## src/rtl/vga_timing_pkg.sv

```systemverilog
// Shared encodings, 1080p defaults and timing-set helpers
// for the VGA raster timing sequencer.
package vga_timing_pkg;

    localparam int COORD_W = 12;
    localparam int SUM_W   = 14;

    typedef enum logic [2:0] {
        CFG_H_ACTIVE = 3'd0,
        CFG_H_FP     = 3'd1,
        CFG_H_SYNC   = 3'd2,
        CFG_H_BP     = 3'd3,
        CFG_V_ACTIVE = 3'd4,
        CFG_V_FP     = 3'd5,
        CFG_V_SYNC   = 3'd6,
        CFG_V_BP     = 3'd7
    } cfg_field_e;

    typedef enum logic [1:0] {
        ST_STOP = 2'd0,
        ST_RUN  = 2'd1,
        ST_PEND = 2'd2
    } state_e;

    localparam logic [COORD_W-1:0] HD_H_ACTIVE = 12'd1920;
    localparam logic [COORD_W-1:0] HD_H_FP     = 12'd88;
    localparam logic [COORD_W-1:0] HD_H_SYNC   = 12'd44;
    localparam logic [COORD_W-1:0] HD_H_BP     = 12'd148;
    localparam logic [COORD_W-1:0] HD_V_ACTIVE = 12'd1080;
    localparam logic [COORD_W-1:0] HD_V_FP     = 12'd4;
    localparam logic [COORD_W-1:0] HD_V_SYNC   = 12'd5;
    localparam logic [COORD_W-1:0] HD_V_BP     = 12'd36;

    typedef struct packed {
        logic [COORD_W-1:0] active;
        logic [COORD_W-1:0] fp;
        logic [COORD_W-1:0] sync;
        logic [COORD_W-1:0] bp;
    } axis_cfg_t;

    typedef struct packed {
        axis_cfg_t h;
        axis_cfg_t v;
    } timing_t;

    // Wide enough that four 12-bit fields can never wrap
    function automatic logic [SUM_W-1:0] axis_total(axis_cfg_t a);
        return SUM_W'(a.active) + SUM_W'(a.fp)
             + SUM_W'(a.sync) + SUM_W'(a.bp);
    endfunction

    function automatic logic axis_ok(axis_cfg_t a);
        return (a.active != '0) && (a.fp != '0)
            && (a.sync != '0) && (a.bp != '0)
            && (axis_total(a) <= SUM_W'(4095));
    endfunction

endpackage

```

## src/rtl/vga_timing_sequencer_axis.sv

```systemverilog
// Single raster axis: position counter with wrap at total-1
// plus sync/active decode of the position it will hold next.
module vga_axis_counter
    import vga_timing_pkg::*;
(
    input  logic               clk,
    input  logic               reset,
    input  logic               clr,
    input  logic               en,
    input  axis_cfg_t          cfg,
    output logic [COORD_W-1:0] cnt,
    output logic [COORD_W-1:0] cnt_nxt,
    output logic               wrap,
    output logic               nxt_sync_n,
    output logic               nxt_active
);

    logic [SUM_W-1:0] total;
    logic [SUM_W-1:0] sync_lo;
    logic [SUM_W-1:0] sync_hi;
    logic [SUM_W-1:0] nxt_w;

    always_comb begin
        total   = axis_total(cfg);
        sync_lo = SUM_W'(cfg.active) + SUM_W'(cfg.fp);
        sync_hi = sync_lo + SUM_W'(cfg.sync);
        wrap    = (SUM_W'(cnt) == total - SUM_W'(1));

        cnt_nxt = cnt;
        if (clr) begin
            cnt_nxt = '0;
        end else if (en) begin
            cnt_nxt = wrap ? '0 : cnt + 1'b1;
        end

        nxt_w      = SUM_W'(cnt_nxt);
        nxt_sync_n = !((nxt_w >= sync_lo) && (nxt_w < sync_hi));
        nxt_active = (nxt_w < SUM_W'(cfg.active));
    end

    always_ff @(posedge clk) begin
        if (reset) begin
            cnt <= '0;
        end else begin
            cnt <= cnt_nxt;
        end
    end

endmodule

```

## src/rtl/vga_timing_sequencer.sv

```systemverilog
// Raster timing controller: shadowed timing registers applied at
// frame boundaries, H/V counters and registered sync/enable decode.
module vga_timing_sequencer
    import vga_timing_pkg::*;
#(
    parameter logic [COORD_W-1:0] DEF_H_ACTIVE = HD_H_ACTIVE,
    parameter logic [COORD_W-1:0] DEF_H_FP     = HD_H_FP,
    parameter logic [COORD_W-1:0] DEF_H_SYNC   = HD_H_SYNC,
    parameter logic [COORD_W-1:0] DEF_H_BP     = HD_H_BP,
    parameter logic [COORD_W-1:0] DEF_V_ACTIVE = HD_V_ACTIVE,
    parameter logic [COORD_W-1:0] DEF_V_FP     = HD_V_FP,
    parameter logic [COORD_W-1:0] DEF_V_SYNC   = HD_V_SYNC,
    parameter logic [COORD_W-1:0] DEF_V_BP     = HD_V_BP
) (
    input  logic               clk,
    input  logic               reset,
    input  logic               run,
    input  logic               cfg_valid,
    output logic               cfg_ready,
    input  logic [2:0]         cfg_addr,
    input  logic [COORD_W-1:0] cfg_data,
    input  logic               cfg_commit,
    output logic               cfg_pending,
    output logic               cfg_err,
    output logic               h_sync,
    output logic               v_sync,
    output logic               video_enable,
    output logic [COORD_W-1:0] x_idx,
    output logic [COORD_W-1:0] y_idx,
    output logic               line_start,
    output logic               frame_start
);

    localparam timing_t DEF_SET = '{
        h: '{active: DEF_H_ACTIVE, fp: DEF_H_FP,
             sync: DEF_H_SYNC, bp: DEF_H_BP},
        v: '{active: DEF_V_ACTIVE, fp: DEF_V_FP,
             sync: DEF_V_SYNC, bp: DEF_V_BP}
    };

    state_e  state_q;
    state_e  state_d;
    timing_t act_q;
    timing_t shd_q;
    timing_t shd_d;

    logic pending_q;
    logic pending_d;
    logic err_q;
    logic wr_fire;
    logic commit_try;
    logic shd_ok;
    logic commit_ok;
    logic commit_bad;
    logic apply;
    logic go;
    logic cnt_en;

    logic [COORD_W-1:0] h_nxt;
    logic [COORD_W-1:0] v_nxt;
    logic h_wrap;
    logic v_wrap;
    logic h_sn;
    logic v_sn;
    logic h_act;
    logic v_act;

    assign cfg_ready   = !pending_q;
    assign cfg_pending = pending_q;
    assign cfg_err     = err_q;

    // Counters only advance while running and staying running
    assign cnt_en = (state_q != ST_STOP) && run;

    vga_axis_counter u_h (
        .clk        (clk),
        .reset      (reset),
        .clr        (!cnt_en),
        .en         (cnt_en),
        .cfg        (act_q.h),
        .cnt        (x_idx),
        .cnt_nxt    (h_nxt),
        .wrap       (h_wrap),
        .nxt_sync_n (h_sn),
        .nxt_active (h_act)
    );

    vga_axis_counter u_v (
        .clk        (clk),
        .reset      (reset),
        .clr        (!cnt_en),
        .en         (cnt_en && h_wrap),
        .cfg        (act_q.v),
        .cnt        (y_idx),
        .cnt_nxt    (v_nxt),
        .wrap       (v_wrap),
        .nxt_sync_n (v_sn),
        .nxt_active (v_act)
    );

    // Shadow write lands before the commit check sees it
    always_comb begin
        shd_d   = shd_q;
        wr_fire = cfg_valid && !pending_q;
        if (wr_fire) begin
            unique case (cfg_field_e'(cfg_addr))
                CFG_H_ACTIVE: shd_d.h.active = cfg_data;
                CFG_H_FP:     shd_d.h.fp     = cfg_data;
                CFG_H_SYNC:   shd_d.h.sync   = cfg_data;
                CFG_H_BP:     shd_d.h.bp     = cfg_data;
                CFG_V_ACTIVE: shd_d.v.active = cfg_data;
                CFG_V_FP:     shd_d.v.fp     = cfg_data;
                CFG_V_SYNC:   shd_d.v.sync   = cfg_data;
                CFG_V_BP:     shd_d.v.bp     = cfg_data;
            endcase
        end
    end

    always_comb begin
        commit_try = cfg_commit && !pending_q;
        shd_ok     = axis_ok(shd_d.h) && axis_ok(shd_d.v);
        commit_ok  = commit_try && shd_ok;
        commit_bad = commit_try && !shd_ok;
        apply      = pending_q
                  && ((state_q == ST_STOP) || (h_wrap && v_wrap));
        pending_d  = (pending_q && !apply) || commit_ok;
    end

    always_comb begin
        state_d = state_q;
        unique case (state_q)
            ST_STOP: begin
                if (run) begin
                    state_d = pending_d ? ST_PEND : ST_RUN;
                end
            end
            ST_RUN, ST_PEND: begin
                if (!run) begin
                    state_d = ST_STOP;
                end else begin
                    state_d = pending_d ? ST_PEND : ST_RUN;
                end
            end
            default: state_d = ST_STOP;
        endcase
        go = (state_d != ST_STOP);
    end

    always_ff @(posedge clk) begin
        if (reset) begin
            state_q      <= ST_STOP;
            act_q        <= DEF_SET;
            shd_q        <= DEF_SET;
            pending_q    <= 1'b0;
            err_q        <= 1'b0;
            h_sync       <= 1'b1;
            v_sync       <= 1'b1;
            video_enable <= 1'b0;
            line_start   <= 1'b0;
            frame_start  <= 1'b0;
        end else begin
            state_q   <= state_d;
            shd_q     <= shd_d;
            pending_q <= pending_d;
            err_q     <= commit_bad;
            if (apply) begin
                act_q <= shd_q;
            end
            // Decode the position the counters move to this edge
            h_sync       <= !go || h_sn;
            v_sync       <= !go || v_sn;
            video_enable <= go && h_act && v_act;
            line_start   <= go && (h_nxt == '0);
            frame_start  <= go && (h_nxt == '0) && (v_nxt == '0);
        end
    end

endmodule

```

## config.mk

```make
export PLATFORM = sky130hd
export DESIGN_NAME = vga_timing_sequencer
export DESIGN_NICKNAME = d
export VERILOG_FILES = /design/src/rtl/vga_timing_pkg.sv /design/src/rtl/vga_timing_sequencer_axis.sv /design/src/rtl/vga_timing_sequencer.sv
export SDC_FILE = /design/constraint.sdc
export NUM_CORES = 1
export LEC_CHECK = 0
export CAP_MARGIN = 20
export CORE_MARGIN = 3
export CORE_UTILIZATION = 70
export CTS_BUF_LIST = sky130_fd_sc_hd__clkbuf_8
export CTS_CLUSTER_SIZE = 12
export DETAILED_ROUTE_END_ITERATION = 8
export DONT_BUFFER_PORTS = 1
export HOLD_SLACK_MARGIN = 0.12
export PLACE_DENSITY = 0.91
export SYNTH_ARGS = -nofsm -noshare
export SYNTH_HDL_FRONTEND = slang
export SYNTH_HIERARCHICAL = 1
export SYNTH_SLANG_ARGS = --single-unit
```

## constraint.sdc

```tcl
create_clock -name clk -period 10.8 [get_ports clk]
set_clock_uncertainty 0.05 [all_clocks]
set_input_delay 2.16 -clock clk [delete_from_list [all_inputs] [get_ports clk]]
set_output_delay 2.16 -clock clk [all_outputs]
set_load 0.01 [all_outputs]
```

[After elaboration in Yosys (flattened, before gate mapping)]
Cells that the tools add are included.
Word-level totals
  register bits: 225
  latch bits: 0
  bits in writable memories: 0
  ROM bits: 0
  input port bits: 20
  output and inout bits: 32
  logic and storage cells: 128
  memories kept: 0
Cells by class
  $add $sub $neg: 16
  multipliers: 0
  div/mod/pow operators: 0
  magnitude comparators: 8
  equality and inequality tests: 11
  shifts and indexed selects: 0
  mux-type cells: 18
  bitwise logic cells: 0
  reductions and logical operators: 49
Operators with widths (number)
  $mux W12: 13
  $mux W96: 1
  $reduce_bool A12 Y1: 8
  $add A13 B12 Y14: 4
  $add A14 B12 Y14: 4
  $add A12 B12 Y13: 4
  $eq A12 B14 Y1: 2
  $ge A12 B14 Y1: 2
  $le A14 B12 Y1 const B: 2
  $lt A12 B14 Y1: 2
  $sub A14 B1 Y14 const B: 2
  $add A12 B1 Y12 const B: 2
  $logic_and A1 B1 Y1: 24
  $logic_not A12 Y1: 2
  $lt A12 B12 Y1: 2
  $eq A3 B3 Y1 const B: 4
  $eq A3 B2 Y1 const B: 2
  $logic_not A1 Y1: 6
  $mux W2: 3
  $logic_or A1 B1 Y1: 4
  $pmux W2 S2: 1
  $reduce_bool A2 Y1: 2
  $eq A3 B1 Y1 const B: 1
  $logic_not A3 Y1: 1
  other kinds (4): 4

[Depth between registers and ports, before layout]
Gate-level depths: netlist of run 1.
  depth after elaboration: 17
  mapped depth: 40
  depth with buffers taken out: 39

[By module]
Netlist of run 1, hierarchy kept.
Modules (own cells, without submodules)
  vga_timing_sequencer: instances 1, cells an instance 1088, area an instance 9675.5 µm², sequential area each 4023.9 µm²
  vga_axis_counter (u_h): instances 1, cells an instance 474, area an instance 3606.0 µm², sequential area each 240.2 µm²
  vga_axis_counter (u_v): instances 1, cells an instance 470, area an instance 3547.2 µm², sequential area each 240.2 µm²

[Least setup slack after synthesis of run 1]
No wires, ideal clock.
  kind: register to register
  start: reg act_q[84] (netlist name)
  end: reg v_sync
  library setup time: 117 ps
  data arrival time: 7084 ps
  data required time: 10633 ps
  path slack: 3549 ps
  cell stages (with the launch flop): 41
  path buffers: 1
  period minus slack after synthesis: 7251 ps
  cell sequence: dfxtp_1 ha_1 inv_1 fa_1 nor2b_1 o21a_1 o21ai_0 a21oi_1 a21o_1 xor2_1 ha_1 nand3_1 nand2_1 a41oi_1 and2_1 xor2_1 ha_1 inv_1 (+5 left out) nor4_1 and4_4 and2_1 clkbuf_1 nand3_1 nor3_1 nand2_1 xor2_1 nor2_1 ha_1 a21o_1 a21oi_1 nor2b_1 o21ai_0 nand2b_1 a31oi_1 nand4_1 nand2b_1
Between the ends
  elaborated cells between the ends (all ways): 25
  classes of those cells: add/sub (4); order compare (2); eq/ne (1); mux (6); reduce/logical (12)
RTL lines
  start, declared: RTL line vga_timing_sequencer.sv:43  | timing_t act_q;
  start signal, assigned: RTL line vga_timing_sequencer.sv:167  | act_q <= shd_q;
  $add A12 B12 Y13 (*): RTL line vga_timing_pkg.sv:48  | return SUM_W'(a.active) + SUM_W'(a.fp)
  $add A13 B12 Y14 (*): RTL line vga_timing_pkg.sv:49  | + SUM_W'(a.sync) + SUM_W'(a.bp);
  $add A14 B12 Y14 (*): RTL line vga_timing_pkg.sv:49
  $sub A14 B1 Y14 (*): RTL line vga_timing_sequencer_axis.sv:27  | wrap = (SUM_W'(cnt) == total - SUM_W'(1));
  $eq A12 B14 Y1 (*): RTL line vga_timing_sequencer_axis.sv:27
  via h_wrap: RTL line vga_timing_sequencer.sv:61  | logic h_wrap;
  $logic_and A1 B1 Y1 (*): RTL line vga_timing_sequencer.sv:92  | .en (cnt_en && h_wrap),
  $mux W12 (*): RTL line vga_timing_sequencer_axis.sv:32  | end else if (en) begin
  $mux W12 (*): RTL line vga_timing_sequencer_axis.sv:30  | if (clr) begin
  via v_nxt[7]: RTL line vga_timing_sequencer.sv:60  | logic [COORD_W-1:0] v_nxt;
  $ge A12 B14 Y1 or $lt A12 B14 Y1 (tied branches): RTL line vga_timing_sequencer_axis.sv:37  | nxt_sync_n = !((nxt_w >= sync_lo) && (nxt_w < sync_hi));
  $logic_and A1 B1 Y1 (*): RTL line vga_timing_sequencer_axis.sv:37
  $logic_not A1 Y1 (*): RTL line vga_timing_sequencer_axis.sv:37
  via v_sn: RTL line vga_timing_sequencer.sv:64  | logic v_sn;
  $logic_or A1 B1 Y1 (*): RTL line vga_timing_sequencer.sv:171  | v_sync <= !go || v_sn;
  end signal, assigned: RTL line vga_timing_sequencer.sv:171
  end, declared: RTL line vga_timing_sequencer.sv:26  | output logic v_sync,
The timed path passes the listed nets; every way through them passes the cells marked *.
A chain may end at the register's enable or synchronous reset.

[Final worst setup path of run 1]
Same ends and word-level chain as after synthesis.

==> results.txt, run 1 <==
- In this run the number of H-tree levels came out at 2.
- CP Data Required Time: roughly 11 ns
- Commonest non-fill, non-tap cells in the layout: sky130_fd_sc_hd__nand2_1 (281), sky130_fd_sc_hd__inv_1 (238), sky130_fd_sc_hd__dfxtp_1 (225)
- Min Clock Period, post-route: between 8 and 9 ns
- During I/O placement, the number of pins put on the boundary was 52.
- Clock root buffer master: sky130_fd_sc_hd__clkbuf_8
- 0 antenna diodes ended up in the layout.
* Max-cap violation count: 0
* Number of DRC markers after the initial detailed-route iteration: 1555
* Kind of capture point of the worst setup path: register
- Crit path max-delay family: simple AND/OR/NAND/NOR gates
* Number of library cell types mapped by synthesis: 86
- For this run, the register share of the synthesized area comes to 0.2677.
- The first TritonRoute pass finished after 6 iterations.
- The mapped netlist covers around 17000 sq um.
- The path with the worst hold slack has its endpoint at act_q[9]$_SDFFE_PP0P_.
- Most common cell after layout, fill and taps aside: sky130_fd_sc_hd__nand2_1
* Endpoints failing setup: 0
- Relative to the synthesized area, the layout overhead comes to 5.703%.
- In this run the most critical hold path is launched from act_q[9]$_SDFFE_PP0P_.
- For the worst-skew pair, the clock arrives at the later sink with an insertion delay of around 0.58 ns.
* Worst-path fanout max: 9
* Mean instance size in the synthesized netlist: between 8 and 9 sq um
* Leakage power of the design: 0.008170 uW
- Synthesis produced approximately 2000 cells.
- The flow ran to the end, and the final reports show no timing, DRC or antenna violations.
- Number of remaining DRC errors: 0
- VDD sags by at most around 0.00013 V.
- In this design, the stage delay of the slowest critical-path cell is approximately 0.45 ns.
- Final net count: between 2000 and 2500
- At the pin with the least slew margin, the transition time is 1.066 ns.
* Area fraction of the dominant cell type after synthesis: 0.2677
* Instance area at placement: roughly 17000 sq um
- STA classifies the critical path startpoint as a register.
- At the placement stage, the worst setup path has a slack of approximately 2.6 ns.
- Power per Cell Area: 177.2 nW/um^2
* Routed via count: between 10000 and 15000
- Number of pins with negative max-slew slack in the final report: 0
* Capturing point of the worst reg2reg path: v_sync$_SDFF_PP1_
- Across every metal layer, demand over resource in global routing totals 0.3407.
- Dividing the detail-routed wire length by the instance count gives between 15 and 20 microns.
* Worst slew margin: 0.2888
- Yosys mapped a number of flops with a built-in enable equal to 0.
- Number of cells on the worst hold path: 2
* WS Path Type: reg2reg
- Dominant cells by area after synthesis: sky130_fd_sc_hd__dfxtp_1 (27%), sky130_fd_sc_hd__ha_1 (15%), sky130_fd_sc_hd__nand2_1 (6.3%), sky130_fd_sc_hd__fa_1 (6.2%), sky130_fd_sc_hd__inv_1 (5.1%)
- The count of final hold-check violations is 0.
* Least setup slack across all paths after layout: about 2.5 ns
- Final wirelength: between 40 and 50 mm
- Dividing the final minimum period by the clock period gives 0.7708.
- The floorplan step defined a core boundary enclosing ~24000 sq um.
* Async SR Flop Fraction: 0
* Top cell by count, worst path: sky130_fd_sc_hd__ha_1
- In this run the core area contains between 50 and 60 standard-cell rows.
- The initial antenna violation count is 0.
- The detail route stage leaves a number of antenna-violating nets equal to 0.
- Once layout is complete, the cells apart from fillers number around 2300.
* Post-layout total power: 3153 uW
* Worst R2R Path Depth: 39
* Final std cell area, no fill: 17790 sq um
* Highest achievable clock rate: about 0.12 GHz
- Sum of buffers and inverters on the critical path: 2
* Synth Warn #: 6
- The longest clock path from root to sink contains 3 buffers.
* Clock tree sinks: 225
- Synthesis inferred 225 register bits.
- The number of nets in the synthesized netlist is about 2300.
- The die covers 25940 sq um.
- In this run the tool buffered the top-level ports with 0 buffer cells.
- For this configuration, the core starts out at a cell density of 0.7148.
* Worst hold path type: reg2reg
* RSZ-0062 raised after global routing: no
* Y dimension of the die: around 160 microns
- Among all flip-flop cells after synthesis, the most frequent one is sky130_fd_sc_hd__dfxtp_1.
* Vias in the first global route: roughly 14000
- The worst register-to-register path begins at act_q[84]$_SDFFE_PP0P_.
- In this run the post-CTS setup repair buffer count came out at 0.
* Final Wtd Congestion: 0.9190
- Global-route wire length before repair: around 72 mm
- The wire-length estimate of the detail-placed layout is between 30 and 40 mm.
- WP data arrival: approximately 8.7 ns
- Register-to-register setup slack: about 2.5 ns
* Fraction of layout cells with a size suffix above 1: 0.08436
- Adding up every negative setup slack in the final design gives 0 ns.
- The layout has between 1500 and 2000 filler cells.
* Die X-Extent: roughly 160 microns
- Clock-pin slew was measured on the worst setup and hold paths at ~0.060 ns.
* CTS tree: done
- TritonCTS created 38 clock buffers.
- Post-CTS repair changed the size of 0 cells.
- Pin count of the biggest net entering global routing: 220
- Hold repair after CTS inserted 0 buffers.
- The synthesized design spends more area on one cell type than any other, namely sky130_fd_sc_hd__dfxtp_1.
- Dpl cells: between 2000 and 2500
* Crit path max-delay cell type: sky130_fd_sc_hd__fa_1
- Routed via count divided by cell count: 6.217
- The total overflow left after global routing is 0.
[registers in the layout, indices dropped and copies added (netlist names)]
register	count
act_q	96
shd_q	96
u_h/cnt	12
u_v/cnt	12
state_q	2
cfg_err	1
cfg_pending	1
frame_start	1
h_sync	1
line_start	1
v_sync	1
video_enable	1
[synth_stat cells, types with 49 or more instances]
| library cell | count |
|---|---|
| sky130_fd_sc_hd__o21ai_0 | 49 |
| sky130_fd_sc_hd__mux2_2 | 51 |
| sky130_fd_sc_hd__dfxtp_1 | 225 |
| sky130_fd_sc_hd__ha_1 | 198 |
| sky130_fd_sc_hd__inv_1 | 229 |
| sky130_fd_sc_hd__clkbuf_1 | 65 |
| sky130_fd_sc_hd__nor2_1 | 91 |
| sky130_fd_sc_hd__nand2_1 | 281 |
| sky130_fd_sc_hd__fa_1 | 52 |
| sky130_fd_sc_hd__a21oi_1 | 146 |
| sky130_fd_sc_hd__nor2b_1 | 69 |
| sky130_fd_sc_hd__xor2_1 | 50 |
[worst max-delay path by stage]
stage / start / cells after the start / slack [ns] / endpoint
4_1_cts: act_q[84]$_SDFFE_PP0P_ / 39 / 2.56 / v_sync$_SDFF_PP1_
3_5_place_dp: act_q[84]$_SDFFE_PP0P_ / 39 / 2.62 / v_sync$_SDFF_PP1_
3_3_place_gp: act_q[84]$_SDFFE_PP0P_ / 39 / 2.91 / v_sync$_SDFF_PP1_
6_report: act_q[84]$_SDFFE_PP0P_ / 39 / 2.48 / v_sync$_SDFF_PP1_
2_1_floorplan: act_q[84]$_SDFFE_PP0P_ / 40 / 3.55 / v_sync$_SDFF_PP1_
5_1_grt: act_q[84]$_SDFFE_PP0P_ / 39 / 1.83 / video_enable$_SDFF_PP0_
[routing by layer]
metal  wire [microns]  GRT usage  vias to the layer above
met1            18510     0.4490                     6841
li1                 -          -                     6845
met2            19860     0.5376                      728
met3             4214    0.07694                      172
met5                0          0                        -
met4             2164     0.1533                        0
[worst reg2reg max path: cells and delay by family (launching register included)]
family / cells / cell delay (ns)
xor+xnor: 3 / 0.61
simple gates: 16 / 3.04
buf+inv: 2 / 0.13
compound gates: 12 / 2.19
fa+ha+maj: 6 / 1.83
flops: 1 / 0.35
[kinds of logic after synthesis]
group | share of synthesized area
DFF | 0.2677
buffers and inverters | 0.07227
muxes | 0.05740
xor gates and xnor gates | 0.05145
AOI/OAI and AO/OA | 0.1300
adders and majority gates | 0.2091
and+or+nand+nor | 0.2122
[stage by stage]
stage	util	hold WS [ns]
finish	0.7556	0.3990
global route	0.7556	0.4309
CTS	0.7556	0.3992
detailed placement	0.7195	0.3901
global placement	0.7195	0.3882
floorplan	-	0.3863
[cell type report]
class | instances | area [sq um] | share of cell area
multi-input cells | 1495 | 11120 | 0.6253
flip-flops and latches | 225 | 4504 | 0.2532
inverters | 231 | 867.1 | 0.04874
clock buffers | 47 | 646.9 | 0.03636
well taps | 319 | 399.1 | 0.02244
clock inverters | 23 | 202.7 | 0.01139
repair buffers | 6 | 45.04 | 0.002532
[power breakdown]
group / total (uW) / internal (uW) / switching, uW
Clock: 849 / 472 / 377
Combinational: 1410 / 555 / 858
Sequential: 891 / 860 / 30.7
Total: 3150 / 1890 / 1270
Power figures use the tool's default switching activity.
==> inputs of run 2 (changes only) <==
--- a/config.mk
+++ b/config.mk
@@ -7,13 +7,13 @@
 export LEC_CHECK = 0
 export CAP_MARGIN = 20
 export CORE_MARGIN = 3
-export CORE_UTILIZATION = 70
+export CORE_UTILIZATION = 67
 export CTS_BUF_LIST = sky130_fd_sc_hd__clkbuf_8
 export CTS_CLUSTER_SIZE = 12
 export DETAILED_ROUTE_END_ITERATION = 8
 export DONT_BUFFER_PORTS = 1
 export HOLD_SLACK_MARGIN = 0.12
-export PLACE_DENSITY = 0.91
+export PLACE_DENSITY = 0.88
 export SYNTH_ARGS = -nofsm -noshare
 export SYNTH_HDL_FRONTEND = slang
 export SYNTH_HIERARCHICAL = 1
==> constraint.sdc (replaced) <==
create_clock -name clk -period 7.9 [get_ports clk]
set_clock_uncertainty 0.05 [all_clocks]
set_input_delay 1.58 -clock clk [delete_from_list [all_inputs] [get_ports clk]]
set_output_delay 1.58 -clock clk [all_outputs]
set_load 0.01 [all_outputs]
==> results.txt, run 2 (same netlist as run 1, synthesis figures left out) <==
- The final-layout fill cell count was 1787 (was 1594).
* Synthesis-to-layout area growth: 7.591% (was 5.703%)
- Congestion Overflow GR: 0 (unchanged)
- The area of the multi-input gates was 11290 sq um (was 11120 sq um).
* Worst-path fanout max: 6 (was 9)
- Top cell by count, worst path: sky130_fd_sc_hd__ha_1 (unchanged)
- Count of H-tree levels built during CTS: 2 (unchanged)
* Length of the first detailed-routing pass in iterations: 6 (unchanged)
* Max-cap violation count: 0 (unchanged)
- The number of global-route vias before repair is 13840 (was 14410).
* Largest registers ranked by flip-flop count: act_q (96), shd_q (96) (unchanged)
- Status: complete, no violations (unchanged)
- Min Clock Period, post-route: 7.517 ns (was 8.325 ns)
- The number of antenna cells inserted is 0 (unchanged).
* Peak per-stage delay on the critical path: 0.35 ns (was 0.45 ns)
* Antenna violations before repair: 0 (unchanged)
* Dpl cells: 2289 (was 2276)
- The post-place setup slack was -0.09918 ns (was 2.620 ns).
- The power per unit of standard cell area was 243.9 nW/um^2 (was 177.2 nW/um^2).
- The count of unresolved DRC violations after routing was 0 (unchanged).
- The final wirelength was 44.24 mm (was 44.75 mm).
- Crit path max-delay cell type: sky130_fd_sc_hd__dfxtp_1 (was sky130_fd_sc_hd__fa_1)
- Leakage power of the design: 0.008269 uW (was 0.008170 uW)
- WP data arrival: 7.91 ns (was 8.71 ns)
- The startpoint kind of the worst setup timing path was a register (unchanged).
* Worst hold path type: reg2reg (unchanged)
- CTS tree: done (unchanged)
* Routed via count: 14360 (was 14590)
* Min-Delay Startpoint: act_q[1]$_SDFFE_PP0P_ (was act_q[9]$_SDFFE_PP0P_)
* Register-to-register setup slack: 0.38 ns (was 2.48 ns)
- Clock root buffer master: sky130_fd_sc_hd__clkbuf_8 (unchanged)
- Final hold violations: 0 (unchanged)
- The end of the worst register-to-register path was v_sync$_SDFF_PP1_ (unchanged).
* Clock latency at the later pin of the worst-skew pair: 0.56 ns (was 0.58 ns)
- The initial cell density of the core was 0.6859 (was 0.7148).
- Endpoint of the worst hold-timing path: act_q[1]$_SDFFE_PP0P_ (was act_q[9]$_SDFFE_PP0P_)
* Launch point of the worst reg-to-reg path: act_q[73]$_SDFFE_PP0P_ (was act_q[84]$_SDFFE_PP0P_)
- Pin count of the biggest net entering global routing: 220 (unchanged)
- Wire length per cell: 18.74 microns (was 19.07 microns)
- Final net count: 2279 (was 2267)
* Clock tree sinks: 225 (unchanged)
* Finished Layout Cells: 2361 (was 2346)
* Sequential standard cell area: 4504 sq um (unchanged)
* Kind of capture point of the worst setup path: register (unchanged)
* GRT Total Usage: 0.3238 (was 0.3407)
- Placed wire-length estimate after detailed placement: 33.37 mm (was 32.94 mm)
- Commonest non-fill, non-tap cells in the layout: sky130_fd_sc_hd__nand2_1 (281), sky130_fd_sc_hd__inv_1 (238), sky130_fd_sc_hd__dfxtp_1 (225) (unchanged).
* Core Rows: 57 (was 56)
- Count of nets left with antenna violations after detail routing: 0 (unchanged)
- CP Data Required Time: 8.29 ns (was 11.19 ns)
* Least setup slack across all paths after layout: 0.3833 ns (was 2.475 ns)
- Number of DRC markers after the initial detailed-route iteration: 1365 (was 1555)
* Most common cell after layout, fill and taps aside: sky130_fd_sc_hd__nand2_1 (unchanged)
- Fraction of layout cells with a size suffix above 1: 0.1021 (was 0.08436)
- Number of cells on the worst hold path: 2 (unchanged)
- Core area: 24530 sq um (was 23540 sq um)
* WS Path Type: reg2reg (unchanged)
- The final count of pins violating max slew was 0 (unchanged).
- Worst R2R Path Depth: 36 (was 39)
- The hold buffer count at cts was 0 (unchanged).
* Count of buffers inserted at the top-level ports: 0 (unchanged)
* Worst slew margin: 0.4260 (was 0.2888)
* Clock transition at the registers of the reported paths: 0.07 ns (was 0.06 ns)
- Global-route wire length before repair: 70.64 mm (was 72.29 mm)
- Slew at the pin closest to its max-slew limit: 0.8610 ns (was 1.066 ns)
- Routed via count divided by cell count: 6.083 (was 6.217)
- Endpoints failing setup: 0 (unchanged)
- The global placer's final weighted congestion was 0.9358 (was 0.9190).
- Die X-Extent: 164.5 microns (was 161.1 microns)
- The maximum number of buffers from clock root to sink is 3 (unchanged).
- Y dimension of the die: 164.5 microns (was 161.1 microns)
* Total CTS buffers: 40 (was 38)
- The top-level I/O count was 52 (unchanged).
- Area of the die: 27060 sq um (was 25940 sq um)
* Peak VDD IR: 0.0003001 V (was 0.0001283 V)
- Highest achievable clock rate: 0.1330 GHz (was 0.1201 GHz)
* Period utilisation layout: 0.9515 (was 0.7708)
run 2: how the worst max path moves through the flow:
stage,end,cells after the start,startpoint,slack [ns]
after floorplan,v_sync$_SDFF_PP1_,40,act_q[84]$_SDFFE_PP0P_,0.65
after global placement,video_enable$_SDFF_PP0_,40,act_q[84]$_SDFFE_PP0P_,0.15
after detailed placement,video_enable$_SDFF_PP0_,40,act_q[84]$_SDFFE_PP0P_,-0.1
after CTS,video_enable$_SDFF_PP0_,39,act_q[84]$_SDFFE_PP0P_,0.05
after global routing,video_enable$_SDFF_PP0_,38,act_q[73]$_SDFFE_PP0P_,-0.01
final,v_sync$_SDFF_PP1_,36,act_q[73]$_SDFFE_PP0P_,0.38
run 2: stage by stage:
step           setup TNS [ns]  hold WS (ns)  power [uW]  utilization  instance area (sq um)
6_report                    0        0.4044        4415       0.7380                  18110
3_3_place_gp                0        0.3910        3070       0.6936                  17020
5_1_grt              -0.01077        0.4284        4689       0.7380                  18110
3_5_place_dp          -0.1369        0.3943        3112       0.6936                  17020
4_1_cts                     0        0.4043        4336       0.7309                  17930
2_1_floorplan               0        0.3863        2721            -                  16830
run 2: routing by layer:
metal / vias up / wire length [microns] / track usage
li1: 6858 / - / -
met1: 6834 / 19610 / 0.4434
met2: 561 / 19840 / 0.5173
met3: 108 / 3375 / 0.06045
met4: 0 / 1413 / 0.1079
met5: - / 0 / 0
run 2: repair_timing:
item                                    in CTS  in global routing
setup buffers                                0                  2
hold endpoints to repair                     0                  0
gates cloned                                 0                  0
pin swaps                                    0                 11
endpoints found under the setup margin       2                  3
gates resized for setup                      4                 34
run 2: worst max-delay path: cells and delay by family, from the launching register on:
family	cells	cell delay, ns
buffers and inverters	1	0.06
AOI/OAI and AO/OA	15	2.70
xor gates and xnor gates	4	0.74
adders and majority gates	5	1.45
DFF	1	0.35
and+or+nand+nor	11	2.04
run 2: area by class of cell:
| type | instances | area share |
|---|---|---|
| sequential | 225 | 0.2488 |
| clock buffer | 53 | 0.04029 |
| inverter | 231 | 0.04789 |
| clock inverter | 17 | 0.009536 |
| timing repair buffer | 16 | 0.007325 |
| tap | 324 | 0.02239 |
| multi-input combinational | 1495 | 0.6238 |
run 2: power by group:
group	total (uW)	internal, uW	switching [uW]
Clock	1210	702	511
Sequential	1220	1180	42.9
Combinational	1980	800	1180
Total	4420	2680	1740
==> inputs of run 3 (changes only) <==
--- a/config.mk
+++ b/config.mk
@@ -6,14 +6,14 @@
 export NUM_CORES = 1
 export LEC_CHECK = 0
 export CAP_MARGIN = 20
-export CORE_MARGIN = 3
-export CORE_UTILIZATION = 67
+export CORE_MARGIN = 1.5
+export CORE_UTILIZATION = 70
 export CTS_BUF_LIST = sky130_fd_sc_hd__clkbuf_8
 export CTS_CLUSTER_SIZE = 12
 export DETAILED_ROUTE_END_ITERATION = 8
 export DONT_BUFFER_PORTS = 1
 export HOLD_SLACK_MARGIN = 0.12
-export PLACE_DENSITY = 0.88
+export PLACE_DENSITY = 0.91
 export SYNTH_ARGS = -nofsm -noshare
 export SYNTH_HDL_FRONTEND = slang
 export SYNTH_HIERARCHICAL = 1
==> constraint.sdc (replaced) <==
create_clock -name clk -period 9.5 [get_ports clk]
set_clock_uncertainty 0.05 [all_clocks]
set_input_delay 1.9 -clock clk [delete_from_list [all_inputs] [get_ports clk]]
set_output_delay 1.9 -clock clk [all_outputs]
set_load 0.01 [all_outputs]
==> results.txt, run 3 (same netlist as run 1, synthesis figures left out) <==
* Startpoint class of the critical path: register (unchanged)
* Number of cells on the critical path: 39 (was 36)
- Core Rows: 56 (was 57)
- The H-tree depth is 2 (unchanged).
- The minimum hold slack came to 0.4023 ns (was 0.4044 ns).
* RSZ-0062 raised after global routing: no
* Highest achievable clock rate: 0.1216 GHz (was 0.1330 GHz)
- The top-level I/O count is 52 (unchanged).
- Sum of negative setup slack: 0 ns (unchanged)
- Starting utilization of the core area: 0.7148 (was 0.6859)
* Largest registers ranked by flip-flop count: act_q (96), shd_q (96) (unchanged)
* Post-CTS Setup Bufs: 0 (unchanged)
* Clock latency at the later pin of the worst-skew pair: 0.57 ns (was 0.56 ns)
* Most common cell after layout, fill and taps aside: sky130_fd_sc_hd__nand2_1 (unchanged)
* Cell internal pwr: 2105 uW (was 2678 uW)
- Routed via count divided by cell count: 6.148 (was 6.083)
- The total congestion overflow after global routing came to 0 (unchanged).
* Share of total power in the clock network: 0.262 (was 0.275)
- Area of the die: 24980 sq um (was 27060 sq um)
- Antenna violations before repair: 0 (unchanged)
- Commonest non-fill, non-tap cells in the layout: sky130_fd_sc_hd__nand2_1 (281), sky130_fd_sc_hd__inv_1 (234), sky130_fd_sc_hd__dfxtp_1 (225) (was sky130_fd_sc_hd__nand2_1 (281), sky130_fd_sc_hd__inv_1 (238), sky130_fd_sc_hd__dfxtp_1 (225)).
- Slew at the pin closest to its max-slew limit: 1.072 ns (was 0.8610 ns)
- The leakage power figure is 0.008142 uW (was 0.008269 uW).
- The final net count came to 2267 (was 2279).
- Number of remaining DRC errors: 0 (unchanged)
- Instance area at placement: 16940 sq um (was 17020 sq um)
- # hold bufs at CTS: 0 (unchanged)
- Y dimension of the die: 158.1 microns (was 164.5 microns)
* Peak VDD IR: 0.0001198 V (was 0.0003001 V)
- Kind of capture point of the worst setup path: register (unchanged)
- The final clock period utilization by the worst path was 0.8659 (was 0.9515).
- Top cell by count, worst path: sky130_fd_sc_hd__ha_1 (unchanged)
- CTS tree: done (unchanged)
- The layout overhead on the synthesized area was 5.502% (was 7.591%).
- Final Wtd Congestion: 0.9631 (was 0.9358)
- Clock tree sinks: 225 (unchanged)
* CP Data Required Time: 9.88 ns (was 8.29 ns)
- The cell area after layout came to 17750 sq um (was 18110 sq um).
- The final wirelength is 43.86 mm (was 44.24 mm).
- Worst R2R Path Depth: 39 (was 36)
* Clock root buffer master: sky130_fd_sc_hd__clkbuf_8 (unchanged)
- WS Path Type: reg2reg (unchanged)
- The master of the slowest instance on the critical path was sky130_fd_sc_hd__fa_1 (was sky130_fd_sc_hd__dfxtp_1).
- # resized after CTS: 0 (was 4)
* Sum of buffers and inverters on the critical path: 2 (was 1)
- Worst slew margin: 0.2849 (was 0.4260)
- Routed via count: 14420 (was 14360)
- Final hold violations: 0 (unchanged)
- Count of nets left with antenna violations after detail routing: 0 (unchanged)
- Wire length per cell: 18.70 microns (was 18.74 microns)
* Status: complete, no violations (unchanged)
- Switching Share: 0.4036 (was 0.3934)
- Number of cells on the worst hold path: 2 (unchanged)
- The global-route wire length before repair came to 69.96 mm (was 70.64 mm).
- The final-layout fill cell count was 1623 (was 1787).
* Die X-Extent: 158.1 microns (was 164.5 microns)
* Core area: 23540 sq um (was 24530 sq um)
- The half-perimeter wire length after detailed placement is 32.78 mm (was 33.37 mm).
- Vias in the first global route: 13960 (was 13840)
* Endpoints failing setup: 0 (unchanged)
- Comb pwr share: 0.451 (was 0.449)
* Launch point of the worst reg-to-reg path: act_q[84]$_SDFFE_PP0P_ (was act_q[73]$_SDFFE_PP0P_)
* WP data arrival: 8.60 ns (was 7.91 ns)
* Worst-path fanout max: 9 (was 6)
- The number of optimization iterations in the first detailed-route pass was 6 (unchanged).
* Peak per-stage delay on the critical path: 0.45 ns (was 0.35 ns)
* Register-to-register setup slack: 1.27 ns (was 0.38 ns)
* Worst setup path startpoint: act_q[84]$_SDFFE_PP0P_ (was act_q[73]$_SDFFE_PP0P_)
* Fraction of layout cells with a size suffix above 1: 0.08588 (was 0.1021)
- The global routing usage summed across all routing layers is 0.3545 (was 0.3238).
- The net switching power of the design came to 1425 uW (was 1737 uW).
- Count of buffers inserted at the top-level ports: 0 (unchanged)
* Total CTS buffers: 38 (was 40)
- Antenna diode count: 0 (unchanged)
- The maximum number of pins on one net before global-route repair is 220 (unchanged).
- The CTS clock-pin slew for the worst setup and hold paths was 0.06 ns (was 0.07 ns).
- The detailed router's first-iteration violation count came to 1301 (was 1365).
- Min Clock Period, post-route: 8.226 ns (was 7.517 ns)
- The maximum number of buffers from clock root to sink came to 3 (unchanged).
* Min-Delay Startpoint: act_q[8]$_SDFFE_PP0P_ (was act_q[1]$_SDFFE_PP0P_)
- Number of pins with negative max-slew slack in the final report: 0 (unchanged)
- Util after Layout: 0.7541 (was 0.7380)
- Max-cap violation count: 0 (unchanged)
- Worst hold path type: reg2reg (unchanged)
- Reg power frac: 0.287 (was 0.276)
* Crit path max-delay family: simple AND/OR/NAND/NOR gates (was compound AO/OA/AOI/OAI gates)
* Power per Cell Area: 198.8 nW/um^2 (was 243.9 nW/um^2)
run 3: cell type report:
type	count	area, sq um	share of cell area
multi-input cells	1495	11120	0.6265
clock buffers	49	674.4	0.03798
flip-flops and latches	225	4504	0.2537
clock inverters	20	141.4	0.007963
inverters	231	867.1	0.04884
well taps	319	399.1	0.02248
repair buffers	6	45.04	0.002537
run 3: power groups by stage:
stage / sequential [uW] / combinational, uW / clock [uW]
after floorplan: 1020 / 1250 / 0
after global placement: 1030 / 1520 / 0
after detailed placement: 1030 / 1540 / 0
after CTS: 1010 / 1560 / 928
after global routing: 1020 / 1760 / 964
final: 1010 / 1590 / 924
run 3: per-stage QoR:
step / instances / total power, uW / setup slack, ns
after floorplan: 2032 / 2263 / 2.249
after global placement: 2276 / 2544 / 1.584
after detailed placement: 2276 / 2573 / 1.372
after CTS: 2345 / 3499 / 1.319
after global routing: 2345 / 3738 / 0.6760
final: 2345 / 3530 / 1.274
run 3: final timing paths:
| path | endpoint |
|---|---|
| hold reg to reg | act_q[8]$_SDFFE_PP0P_ |
| hold / removal | act_q[8]$_SDFFE_PP0P_ |
| setup reg to reg | v_sync$_SDFF_PP1_ |
| setup / recovery | v_sync$_SDFF_PP1_ |
run 3: metal layers:
metal	routed length, microns	vias to the layer above	track usage
met5	0	-	0
met2	19290	643	0.5633
met3	3634	143	0.06816
li1	-	6838	-
met1	19090	6793	0.4682
met4	1844	0	0.1580
run 3: worst reg2reg max path: cells and delay by family, from the launching register on:
family / cells / cell delay [ns]
AND/OR/NAND/NOR: 16 / 2.99
AO/OA/AOI/OAI: 12 / 2.14
adder cells (fa/ha/maj): 6 / 1.82
XOR/XNOR: 3 / 0.58
flip-flops: 1 / 0.36
buffers and inverters: 2 / 0.13
